`src/rtl/waterfall_seq_ctrl.sv`:
```
// waterfall_seq_ctrl
// Step sequencer for a universal shift register driving an LED chain.
// A prescaler divides clk down to one step tick every DIV clocks; on each
// tick the FSM performs one action (clear, parallel load, shift right or
// shift left) by pulsing the register's S1/S0/CR/D/DSR/DSL pins for exactly
// one clock. Between ticks the register is held (S1S0=00, CR=1).
//
// Optional feature macro: WATERFALL_FILL_EN
//   defined   : mode_sel=01 selects fill/empty (WIDTH shifts with DSR=1,
//               then WIDTH shifts with DSR=0, repeating).
//   undefined : FILL/EMPTY states do not exist; mode_sel=01 acts as bounce.
module waterfall_seq_ctrl #(
  parameter int WIDTH = 8,  // register width and steps per sweep (>= 2)
  parameter int DIV   = 4   // clocks per step tick (>= 1)
) (
  input  logic             clk,
  input  logic             rst_n,
  input  logic             stop_n,
  input  logic [1:0]       mode_sel,
  input  logic [WIDTH-1:0] pattern,
  output logic             S1,
  output logic             S0,
  output logic             CR,
  output logic [WIDTH-1:0] D,
  output logic             DSR,
  output logic             DSL,
  output logic             tick,
  output logic [2:0]       state
);

  // Prescaler needs at least one bit even when DIV=1 (it then stays at 0).
  localparam int PW = (DIV > 1) ? $clog2(DIV) : 1;
  localparam int CW = $clog2(WIDTH);

  localparam logic [PW-1:0] PRESC_MAX     = PW'(DIV - 1);
  // A bounce/wrap sweep is WIDTH-1 shifts: counts 0 .. WIDTH-2.
  localparam logic [CW-1:0] CNT_LAST_SH   = CW'(WIDTH - 2);
  // A fill/empty phase is WIDTH shifts: counts 0 .. WIDTH-1.
  localparam logic [CW-1:0] CNT_LAST_FILL = CW'(WIDTH - 1);

  typedef enum logic [2:0] {
    ST_CLEAR = 3'd0,
    ST_LOAD  = 3'd1,
    ST_SHR   = 3'd2,
    ST_SHL   = 3'd3
`ifdef WATERFALL_FILL_EN
    ,
    ST_FILL  = 3'd4,
    ST_EMPTY = 3'd5
`endif
  } state_e;

  // Run mode latched at LOAD so mode_sel changes only act at the next LOAD.
  typedef enum logic [1:0] {
    M_BOUNCE = 2'd0,
    M_WRAP   = 2'd1,
    M_FILL   = 2'd2
  } run_mode_e;

  // Map the mode_sel pins onto a run mode; 11 (and 01 without the fill
  // feature) fall back to bounce.
  function automatic run_mode_e decode_mode(input logic [1:0] sel);
    run_mode_e m;
    case (sel)
      2'b10:   m = M_WRAP;
`ifdef WATERFALL_FILL_EN
      2'b01:   m = M_FILL;
`endif
      default: m = M_BOUNCE;
    endcase
    return m;
  endfunction

  logic [PW-1:0]    presc_q, presc_d;
  logic [CW-1:0]    cnt_q,   cnt_d;
  state_e           state_q, state_d;
  run_mode_e        mode_q,  mode_d;
  logic             s1_q,  s1_d;
  logic             s0_q,  s0_d;
  logic             cr_q,  cr_d;
  logic [WIDTH-1:0] d_q,   d_d;
  logic             dsr_q, dsr_d;
  logic             dsl_q, dsl_d;
  logic             tick_q, tick_d;

  logic             step;
  run_mode_e        mode_sel_dec;

  // A step fires on the last prescaler count, only while running; stop_n=0
  // in that same cycle therefore suppresses the tick.
  assign step         = stop_n && (presc_q == PRESC_MAX);
  assign mode_sel_dec = decode_mode(mode_sel);

  // Prescaler: counts 0..DIV-1 while running, holds its exact value on pause.
  always_comb begin
    presc_d = presc_q;
    if (stop_n) begin
      presc_d = step ? '0 : presc_q + PW'(1);
    end
  end

  // FSM next state and registered pin values for the coming clock.
  always_comb begin
    // NOTE: every variable gets a default first so no path can infer a latch.
    state_d = state_q;
    cnt_d   = cnt_q;
    mode_d  = mode_q;
    s1_d    = 1'b0;
    s0_d    = 1'b0;
    cr_d    = 1'b1;
    d_d     = d_q;
    dsr_d   = 1'b0;
    dsl_d   = 1'b0;
    tick_d  = step;

    if (step) begin
      case (state_q)
        ST_CLEAR: begin
          cr_d    = 1'b0;
          state_d = ST_LOAD;
        end

        ST_LOAD: begin
          s1_d   = 1'b1;
          s0_d   = 1'b1;
          d_d    = pattern;
          mode_d = mode_sel_dec;
          cnt_d  = '0;
`ifdef WATERFALL_FILL_EN
          state_d = (mode_sel_dec == M_FILL) ? ST_FILL : ST_SHR;
`else
          state_d = ST_SHR;
`endif
        end

        ST_SHR: begin
          s0_d  = 1'b1;
          dsr_d = 1'b0;
          if (cnt_q == CNT_LAST_SH) begin
            cnt_d   = '0;
            state_d = (mode_q == M_WRAP) ? ST_LOAD : ST_SHL;
          end else begin
            cnt_d = cnt_q + CW'(1);
          end
        end

        ST_SHL: begin
          s1_d  = 1'b1;
          dsl_d = 1'b0;
          if (cnt_q == CNT_LAST_SH) begin
            cnt_d   = '0;
            state_d = ST_SHR;
          end else begin
            cnt_d = cnt_q + CW'(1);
          end
        end

`ifdef WATERFALL_FILL_EN
        ST_FILL: begin
          s0_d  = 1'b1;
          dsr_d = 1'b1;
          if (cnt_q == CNT_LAST_FILL) begin
            cnt_d   = '0;
            state_d = ST_EMPTY;
          end else begin
            cnt_d = cnt_q + CW'(1);
          end
        end

        ST_EMPTY: begin
          s0_d  = 1'b1;
          dsr_d = 1'b0;
          if (cnt_q == CNT_LAST_FILL) begin
            // Re-sample the mode on the way back to FILL; any other mode
            // goes through LOAD so it starts from a fresh seed.
            cnt_d   = '0;
            mode_d  = mode_sel_dec;
            state_d = (mode_sel_dec == M_FILL) ? ST_FILL : ST_LOAD;
          end else begin
            cnt_d = cnt_q + CW'(1);
          end
        end
`endif

        default: begin
          cnt_d   = '0;
          state_d = ST_CLEAR;
        end
      endcase
    end
  end

  // State, counters and all output pins are registered together.
  always_ff @(posedge clk or negedge rst_n) begin
    if (!rst_n) begin
      presc_q <= '0;
      cnt_q   <= '0;
      state_q <= ST_CLEAR;
      mode_q  <= M_BOUNCE;
      s1_q    <= 1'b0;
      s0_q    <= 1'b0;
      cr_q    <= 1'b0;
      d_q     <= '0;
      dsr_q   <= 1'b0;
      dsl_q   <= 1'b0;
      tick_q  <= 1'b0;
    end else begin
      // NOTE: non-blocking assignments so every register samples pre-edge values.
      presc_q <= presc_d;
      cnt_q   <= cnt_d;
      state_q <= state_d;
      mode_q  <= mode_d;
      s1_q    <= s1_d;
      s0_q    <= s0_d;
      cr_q    <= cr_d;
      d_q     <= d_d;
      dsr_q   <= dsr_d;
      dsl_q   <= dsl_d;
      tick_q  <= tick_d;
    end
  end

  assign S1    = s1_q;
  assign S0    = s0_q;
  assign CR    = cr_q;
  assign D     = d_q;
  assign DSR   = dsr_q;
  assign DSL   = dsl_q;
  assign tick  = tick_q;
  assign state = state_q;

endmodule

```
`config.mk`:
```
export PLATFORM = sky130hd
export DESIGN_NAME = waterfall_seq_ctrl
export DESIGN_NICKNAME = d
export VERILOG_FILES = /design/src/rtl/waterfall_seq_ctrl.sv
export SDC_FILE = /design/constraint.sdc
export NUM_CORES = 1
export LEC_CHECK = 0
export ABC_AREA = 1
export CORE_MARGIN = 2
export CORE_UTILIZATION = 45
export DETAILED_ROUTE_END_ITERATION = 16
export GPL_TIMING_DRIVEN = 1
export PLACE_DENSITY = 0.85
export RECOVER_POWER = 100
export REMOVE_ABC_BUFFERS = 1
export SKIP_LAST_GASP = 1
export SLEW_MARGIN = 20
export SYNTH_ARGS = -nofsm -noshare
export SYNTH_HDL_FRONTEND = slang
export SYNTH_SLANG_ARGS = --single-unit
```
`constraint.sdc`:
```
create_clock -name clk -period 1.5 [get_ports clk]
set_input_delay 0.3 -clock clk [delete_from_list [all_inputs] [get_ports clk]]
set_output_delay 0.3 -clock clk [all_outputs]
set_load 0.02 [all_outputs]
```
Word-level counts from Yosys, hierarchy flattened
Cells that the tools add are included.
- add/subtract/negate cells: 2
- equality and inequality tests: 9
- muxes and demuxes: 14
- bitwise gates (word level): 1
- reduce and logical (&&, ||, !) cells: 8
- operator list (cell ; number):
    one-hot mux 3 bit (4 select lines) ; 1
    2-to-1 mux 3 bit ; 3
    2-to-1 mux 1 bit ; 7
    equality test 3 x 2 -> 1 bit (second input constant) ; 2
    one-hot mux 3 bit (2 select lines) ; 1
    OR reduction 2 bit ; 3
    equality test 2 bit (second input constant) ; 2
    2-to-1 mux 2 bit ; 2
    != test 2 bit (second input constant) ; 2
    AND reduction 2 bit ; 2
    adder 3 x 1 -> 3 bit (second input constant) ; 1
    equality test 3 x 1 -> 1 bit (second input constant) ; 1
    equality test 3 bit (second input constant) ; 1
    logical NOT 3 bit ; 1
    AND reduction 3 bit ; 1
    adder 2 x 1 -> 2 bit (second input constant) ; 1
    equality test 2 x 1 -> 1 bit (second input constant) ; 1
    logical AND 1 bit ; 1
    NOT 1 bit ; 1
- bits in registers: 22
- output and inout bits: 17
- word-level logic and storage cells: 43

Depth between registers and ports, before layout
- depth in word-level cells: 4
- gate-level depth with buffers: 8
- depth with buffers taken out: 8

Worst setup path before layout
Ideal clock, no wire load.
- kind: reg-to-reg
- start point: register state_q[0] (netlist: state[0])
- end point: register state_q[0] (netlist: state[0])
- arrival: 1.230 ns
- required time: 1.382 ns
- setup slack: 0.153 ns
- cell stages (with the launch flop): 6
- buffers on the path: 0
- cell sequence: dfrtp_1 > inv_1 > ha_1 > or2_2 > nand3_1 > nand2_1
- longest elaborated chain between the ends: 3
- ends and longest elaborated chain (element ; line ; RTL):
    start, declared ; 76 ; state_e state_q, state_d;
    start signal, assigned ; 211 ; state_q <= state_d;
    equality test 3 x 2 -> 1 bit ; 117 ; case (state_q)
    != test 2 bit (no source line) ; -- ;
    AND reduction 3 bit (no source line) ; -- ;
Parallel ways exist; a longest one is shown, timed or not.
A chain may end at the register's enable or synchronous reset.

Worst setup path after layout
- start point: register state_q[0] (netlist: state[0])
- end point: output port state[0]
- RTL lines (element ; line ; RTL):
    end, declared ; 28 ; output logic [2:0] state
No word-level cell between the ends.

==> flow_summary.yaml <==
global_route:
  grt_remaining_overflow: 0
  grt_max_degree: 21
  grt_pass1_vias: 770
  track_usage: 0.166
  antenna_found_initial: 0
  grt_pass1_wl_mm: 3.17
synth:
  synth_compound_area_frac: 0.0261
  syn_area_per_cell_um2: 9.05
  ys_seq_elements: 20
  synth_edf_count: 0
  synth_xor_xnor_area_share: 0
  yosysTopAreaCell: "dfrtp_1"
  netlist_area_um2: 960
  synth-async-reset-ratio: 1.00
  synth_area_leaders: "dfrtp_1, nand2_1, ha_1"
  synth_top_family_by_area: "simple AND/OR/NAND/NOR gates"
  synthFlopType: "dfrtp_1"
  synth.most_common_cell: "nand2_1"
  synthSimpleGateAreaFrac: 0.295
  yosysSeqAreaShare: 0.522
  synth_cells: 106
  synth_cell_types: 19
  synth_commonest_cells: "nand2_1, dfrtp_1, inv_1"
  muxShareOfSynthArea: 0
  synth_top_area_share: 0.522
  synth_warnings: 0
  synthAdderAreaFrac: 0.0652
cts:
  post_cts_buffers: 0
  cts-hold-fix-buffers: 0
  htreeDepth: 1
  cts-root-buf: "clkbuf_4"
  cts-resized-gates: 14
  tritoncts: "yes"
  max-clock-path-buffers: 2
  path_clk_slew_ns: 0.10
  numClockSinks: 20
  clk_latency_ns: 0.29
  cts_buffers: 3
pwr:
  leakagePower_nw: 0.694
  p_clk_frac: 0.115
  power_frac_seq: 0.425
  combPwrFrac: 0.460
  p_switching_mw: 0.872
  power.share.switching: 0.420
  ir_drop_uv: 1080
  cellInternalPower_mw: 1.21
  p_per_area_nw_per_um2: 1690
floorplan:
  dieWidth_um: 50.2
  initial_utilization: 0.484
  die_h_um: 50.2
  rows: 16
  io_pins: 30
  die-area_um2: 2520
  coreArea_um2: 1980
finish:
  drive_above_1_share: 0.0741
  fillers: 188
  fin_nets: 155
  fin_util: 0.620
  diodes: 0
  final-seq-area_um2: 500
  syn2layout_area_growth_pct: 28.0
  multiInputGateArea_um2: 374
detailed_routing:
  drtIter0Drc: 6
  firstDrtPassIters: 4
  route.detailed.drc: 0
  wirelength_mm: 1.73
  vias_per_cell: 4.65
  postRouteAntennaNets: 0
  wl_per_cell_um: 10.7
  vias: 753
sta:
  period_needed_ns: 1.37
  rsz0062_at_grt: "false"
  setup_viol_count_final: 0
  final_max_slew_viol_count: 0
  hold_viol: 0
  fin_tns_setup_ns: 0
  worst_hold_slack_ns: 0.480
  min_period_over_period: 0.914
  fin_skew_ns: 0.00666
  fmaxAchievable_ghz: 0.729
critical_path:
  path_class: "flip-flop to output port"
  cp_slowest_stage_delay_ns: 0.43
  critPathArrivalTime_ns: 1.07
  cp_cell_sequence: "dlygate4sd2_1"
  cp-end-kind: "output port"
  slowest_stage: "dfrtp_1"
  setup.worst_path.start_class: "flip-flop"
  cp_top_family: "flip-flops"
  path_buf_inv: 1
  critPathRequiredTime_ns: 1.20
  path_max_fanout: 5
placement:
  post-dp-hpwl_mm: 1.39
  io_buffers: 26
  gp_congestion: 0.859
outcome:
  status: "completed"
job:
  maxCapViolations: 0
hold_path:
  hold_class: "input port to asynchronous set/reset pin"
## state kept, by name, indices dropped and copies added, names as in the netlist
name	count
D	8
cnt_q	3
presc_q	2
state	2
CR	1
S0	1
S1	1
mode_q	1
tick	1
## stage by stage
| stage | total power [mW] | cells | area, um2 | setup slack [ns] |
|---|---|---|---|---|
| 2_1_floorplan | 1.54 | 105 | 945 | 0.153 |
| 3_3_place_gp | 1.95 | 159 | 1250 | 0.101 |
| 3_5_place_dp | 1.98 | 159 | 1250 | 0.0473 |
| 4_1_cts | 2.13 | 162 | 1250 | 0.108 |
| 5_1_grt | 2.27 | 162 | 1230 | 0.00645 |
| 6_report | 2.08 | 162 | 1230 | 0.128 |
## power groups by stage
| stage | Clock (mW) | Sequential, mW | Combinational [mW] |
|---|---|---|---|
| after global placement | 0 | 0.894 | 1.05 |
| final | 0.239 | 0.883 | 0.955 |
| after CTS | 0.250 | 0.888 | 0.990 |
| after detailed placement | 0 | 0.901 | 1.08 |
| after global routing | 0.271 | 0.919 | 1.08 |
| after floorplan | 0 | 1.04 | 0.495 |
## per-layer routing
| layer | vias to the layer above | GRT usage | wire, um |
|---|---|---|---|
| met5 | - | 0 | 0 |
| met3 | 2 | 0.0298 | 91 |
| met2 | 25 | 0.281 | 868 |
| met1 | 353 | 0.201 | 761 |
| li1 | 373 | - | - |
| met4 | 0 | 0.0833 | 13 |
## final cells by class
| cell class | count | area share |
|---|---|---|
| Multi-Input combinational cell | 73 | 0.304 |
| Sequential cell | 20 | 0.407 |
| Tap cell | 27 | 0.0275 |
| Timing Repair Buffer | 27 | 0.202 |
| Inverter | 12 | 0.0407 |
| Clock buffer | 3 | 0.0183 |
## cell usage in the layout (no fill, tap or decap), types with 3 or more instances in the layout
cell type and instances:
dlygate4sd2_1 14, inv_1 10, nand2_1 47, nor2_1 5, o21ai_0 3, ha_1 5
conb_1 3, clkbuf_4 3, dfrtp_1 20, clkdlybuf4s50_1 11
## path summary, 6_finish.rpt
path / start / slack, ns / cells past startpoint / end
setup reg to reg: presc_q[0] / 0.13 / 7 / mode_q[0]
setup / recovery: state[0] / 0.13 / 1 / state[0]
hold / removal: rst_n / 0.48 / 2 / cnt_q[1]
min in group clk: D[6] / 0.49 / 2 / D[6]
hold reg to reg: D[6] / 0.49 / 2 / D[6]
max in group asynchronous: rst_n / 0.69 / 2 / D[3]
## worst reg2reg max path: stages, from the launching register on
cell      delay (ns)
dfrtp_1         0.41
ha_1            0.22
nand2_1         0.24
inv_6           0.09
nand2_8         0.10
inv_2           0.09
nand3b_4        0.08
nand2_1         0.05
## kinds of logic (layout without fill, tap and decap cells)
kind of cell	Yosys count	in the layout
and+or+nand+nor	60	60
buffers and inverters	15	42
adders and majority gates	5	5
AOI/OAI and AO/OA	5	5
other	1	3
DFF	20	20
No activity file was read; power rests on OpenSTA's default activity.
